$ cat config.mk
export PLATFORM = sky130hd
export DESIGN_NAME = qpmm_fp_canon
export DESIGN_NICKNAME = d
export VERILOG_FILES = /design/src/rtl/qpmm_fp_canon.sv
export SDC_FILE = /design/constraint.sdc
export NUM_CORES = 2
export LEC_CHECK = 0
export ABC_CLOCK_PERIOD_IN_PS = 14600
export CAP_MARGIN = 10
export CORE_ASPECT_RATIO = 1.1
export CORE_MARGIN = 1.5
export CORE_UTILIZATION = 37
export DETAILED_ROUTE_END_ITERATION = 10
export SLEW_MARGIN = 20
export SYNTH_ARGS = -nofsm -noshare
export SYNTH_HDL_FRONTEND = slang
export SYNTH_SLANG_ARGS = --single-unit
$ cat constraint.sdc
create_clock -name clk -period 14.6 [get_ports clk]
set_clock_uncertainty 0.2 [all_clocks]
set_input_delay 2.19 -clock clk [delete_from_list [all_inputs] [get_ports clk]]
set_output_delay 2.19 -clock clk [all_outputs]
set_load 0.02 [all_outputs]
$ cat src/rtl/qpmm_fp_canon.sv
// Sequential canonicalizer: reduces a redundant QPMM result into [0, MOD) by
// restoring conditional subtraction of MOD<<k, one step per cycle, k = N_STEP-1 down to 0.
module qpmm_fp_canon #(
   parameter int W_IN  = 268,
   parameter int W_MOD = 254,
   // BN254 base-field prime (the d0 modulus).
   parameter logic [W_MOD-1:0] MOD = 254'h30644e72e131a029b85045b68181585d97816a916871ca8d3c208c16d87cfd47,
   parameter int N_STEP = W_IN - W_MOD + 1
) (
   input  logic             clk,
   input  logic             rst,
   input  logic             in_valid,
   output logic             in_ready,
   input  logic [W_IN-1:0]  in_data,
   output logic             out_valid,
   input  logic             out_ready,
   output logic [W_MOD-1:0] out_data
);

   localparam int KW = (N_STEP > 1) ? $clog2(N_STEP) : 1;

   typedef enum logic [1:0] {
      IDLE,
      RUN,
      DONE
   } state_t;

   state_t          state;
   state_t          state_next;
   logic [W_IN:0]   r;
   logic [KW-1:0]   k;
   logic [W_IN:0]   mod_shift;
   logic [W_IN+1:0] diff;

   // One extra bit on the subtraction exposes the borrow that rejects a step.
   always_comb begin
      mod_shift = {{(W_IN + 1 - W_MOD){1'b0}}, MOD} << k;
      diff      = {1'b0, r} - {1'b0, mod_shift};
   end

   always_comb begin
      state_next = state;
      case (state)
         IDLE:    if (in_valid)  state_next = RUN;
         RUN:     if (k == '0)   state_next = DONE;
         DONE:    if (out_ready) state_next = IDLE;
         default: state_next = IDLE;
      endcase
   end

   always_ff @(posedge clk) begin
      if (rst) begin
         state <= IDLE;
         r     <= '0;
         k     <= '0;
      end else begin
         state <= state_next;
         case (state)
            IDLE: begin
               if (in_valid) begin
                  r <= {1'b0, in_data};
                  k <= KW'(N_STEP - 1);
               end
            end
            RUN: begin
               if (!diff[W_IN+1]) r <= diff[W_IN:0];
               if (k != '0)       k <= k - KW'(1);
            end
            default: ;
         endcase
      end
   end

   assign in_ready  = (state == IDLE);
   assign out_valid = (state == DONE);
   assign out_data  = r[W_MOD-1:0];

endmodule

==> qor.yml <==
grt_overflow: 0
fin_crit_ns: 10.47
dp.final_hpwl_mm: 176
cp_slowest_stage_delay_ns: 0.87
worstPathMaxFanout: 99
clkSinkCount: 275
vdd_ir_drop_max_mv: 0.100
synth_xor_area_share_pct: 5.69
worstMarginPinSlew_ns: 1.29
crit_chain: "buf_4 > clkinv_1 > ha_1 > nand2_1 > nor2_1 > a21oi_1 > ha_1 > nand4_1 > or2_2 > nor2_1 > nor2_1 > a221oi_1 > o2111ai_1 > nand4b_1 > a211oi_1 > nor2_1 > nand4_1 > nand2_4 > buf_4 > buf_4 > o21ai_0 > a21oi_1 > nor3_1"
synth-compound-area-share_pct: 32.8
first_iter_violations: 5113
drv_slew: 0
die_y_microns: 341
power_mw: 9.94
pwr-share-seq_pct: 12.7
cts_buffer_depth: 3
combinationalPowerShare_pct: 77.0
rsz0062_at_grt: "false"
crit_required_ns: 14.86
critical_path_arrival_ns: 10.73
endpoint_kind: "flop"
final_nets: 6441
placed_area_sq_um: 42200
path_common_cell: "nor2_1"
htreeDepth: 2
cts_resized: 0
layout_common_cells: "867 x nor2_1, 709 x nand2_1, 705 x a21oi_1"
cts_buffers: 37
finalSetupViolCount: 0
syn_inst: 5931
dieArea_sq_um: 106000
leakage_nw: 16.7
area_growth_pct: 13.6
grtUsageMet2_pct: 62.5
final_common_cell: "nor2_1"
whs_ns: 0.261
slowest_stage: "buf_4"
crit_type: "flop to flop"
ctsHoldBuffers: 0
ys_seq_area_share_pct: 14.4
clk_pin_slew_worst_paths_ns: 0.06
core_sq_um: 102000
worst-path-stages: 23
wl_mm: 212
top_usage_layer: "met2"
place.gp.congestion: 1.09
synth_top_flop_cell: "dfxtp_1"
io_buffers: 527
start_util_pct: 37.4
grt_max_degree: 128
cap_violations: 0
synth_adder_area_share_pct: 9.55
avgSynthCellArea_sq_um: 6.46
crit_family: "simple AND/OR/NAND/NOR gates"
design_area_sq_um: 43500
fin_setup_tns_ns: 0
track_usage_pct: 38.3
cts_tree: "built"
period_share_pct: 71.7
max_freq_ghz: 0.0955
wl_per_cell_microns: 29.1
grt_use_met1_pct: 45.9
synth-simple-area-share_pct: 27.4
grt_pass1_vias: 43200
ys_async_sr_fraction_pct: 0
status: "completed"
ios: 528
regArea_sq_um: 5510
netSwitchingFraction_pct: 59.3
synth.distinct_cells: 100
via_count: 46000
synth_nets: 6495
max_slew_margin_pct: 13.4
std_cell_rows: 123
final_cells: 7288
intPower_mw: 4.04
synth_warnings: 0
drc_errors: 0
synth_top_family_by_area: "compound AO/OA/AOI/OAI gates"
critPathBufInv: 4
dp_cells: 7213
drt_first_pass_iters: 9
hp-class: "flop to flop"
netlist_area_sq_um: 38300
drt-vias-per-instance: 6.32
clkPwrFrac_pct: 10.3
antenna_left: 0
synth-edff-count: 0
start_kind: "flop"
finalHoldViolCount: 0
insertion_delay_ns: 0.63
chipWidth_microns: 310
gr-usage-met3_pct: 8.69
reg2regPathDepth: 23
grt_pass1_wl_mm: 298
ys_seq_elements: 275
clock-root-buffer: "clkbuf_16"
antenna_found_initial: 19
whs_path_depth: 2
power.density_nw_per_um2: 228
multiInputGateArea_sq_um: 29000
num-fill-cells: 11100
cts_setup_buffers: 0
drive_above_1_share_pct: 3.42
rrSetupSlack_ns: 4.13
muxShareOfSynthArea_pct: 0.163
p_sw_mw: 5.89
flip-flops by register name, summed over array words and instances (netlist names):
signal and count:
k 4, r 269, state 2
metrics by stage:
stage               util, %  setup slack (ns)
global placement       41.2              4.87
finish                 42.5              4.13
CTS                    42.4              4.53
floorplan                 -              8.76
global route           42.4              3.89
detailed placement     41.2              4.59
power by group through the flow:
stage	combinational, mW	sequential, mW	clock, mW
floorplan	5.04	1.09	0
global placement	7.42	1.27	0
detailed placement	7.37	1.27	0
CTS	7.42	1.26	1.04
global route	8.08	1.27	1.07
finish	7.65	1.26	1.02
cells by family (layout without fill, tap and decap cells):
logic type	count (synthesis)	count (layout)
simple gates	2353	2353
compound gates	2000	2000
buf+inv	756	730
fa+ha+maj	292	292
flops	275	275
xor+xnor	249	249
mux	6	6
other cells	0	8
synth_stat cells, types with 12 or more instances:
cell,number,share of area (%)
a211oi_1,216,4.2
a21boi_0,28,0.55
a21o_1,157,3.1
a21oi_1,705,9.2
a221oi_1,14,0.32
a22oi_1,12,0.24
a311oi_1,52,1.2
a31oi_1,56,0.91
a41oi_1,12,0.27
and2_1,21,0.34
and3_1,14,0.23
and4_1,14,0.32
buf_1,28,0.27
buf_2,40,0.52
buf_4,254,5.0
clkbuf_1,340,3.3
dfxtp_1,275,14
ha_1,291,9.5
inv_1,92,0.90
nand2_1,710,7.0
nand2b_1,41,0.67
nand3_1,104,1.4
nand4_1,168,2.7
nor2_1,868,8.5
nor2b_1,33,0.54
nor3_1,257,3.4
nor4_1,29,0.47
o211ai_1,23,0.45
o21a_1,61,1.2
o21ai_0,379,5.0
o21ai_1,15,0.20
o21bai_1,101,2.0
o221ai_1,15,0.34
o22ai_1,22,0.36
o31ai_1,32,0.63
or2_2,32,0.52
or3_1,22,0.36
xnor2_1,140,3.2
xor2_1,109,2.5
final cells by class:
cell class | instances | area share, %
Timing Repair Buffer | 570 | 12.9
Multi-Input combinational cell | 4900 | 66.6
Antenna cell | 8 | 0.0460
Clock buffer | 48 | 2.31
Sequential cell | 275 | 12.7
Tap cell | 1375 | 3.95
Clock inverter | 19 | 0.704
Inverter | 93 | 0.802
layer usage:
metal  wire length, microns  part of all wire [%]  up-vias
met4                  14300                   6.7       26
met2                  96700                    46     2465
li1                       -                     -    21100
met1                  82000                    39    21800
met5                    190                 0.089        -
met3                  19200                   9.1      611
worst min-delay path: cells and delay by family, from the launching register on:
family	cells	cell delay, ns
flip-flops	1	0.31
AND/OR/NAND/NOR	1	0.05
AO/OA/AOI/OAI	1	0.05
path summary, 6_finish.rpt:
path                  to   start
setup / recovery  r[167]    k[0]
hold / removal    r[255]  r[255]
setup reg to reg  r[167]    k[0]
hold reg to reg   r[255]  r[255]
(Power assumes the default switching activity.)
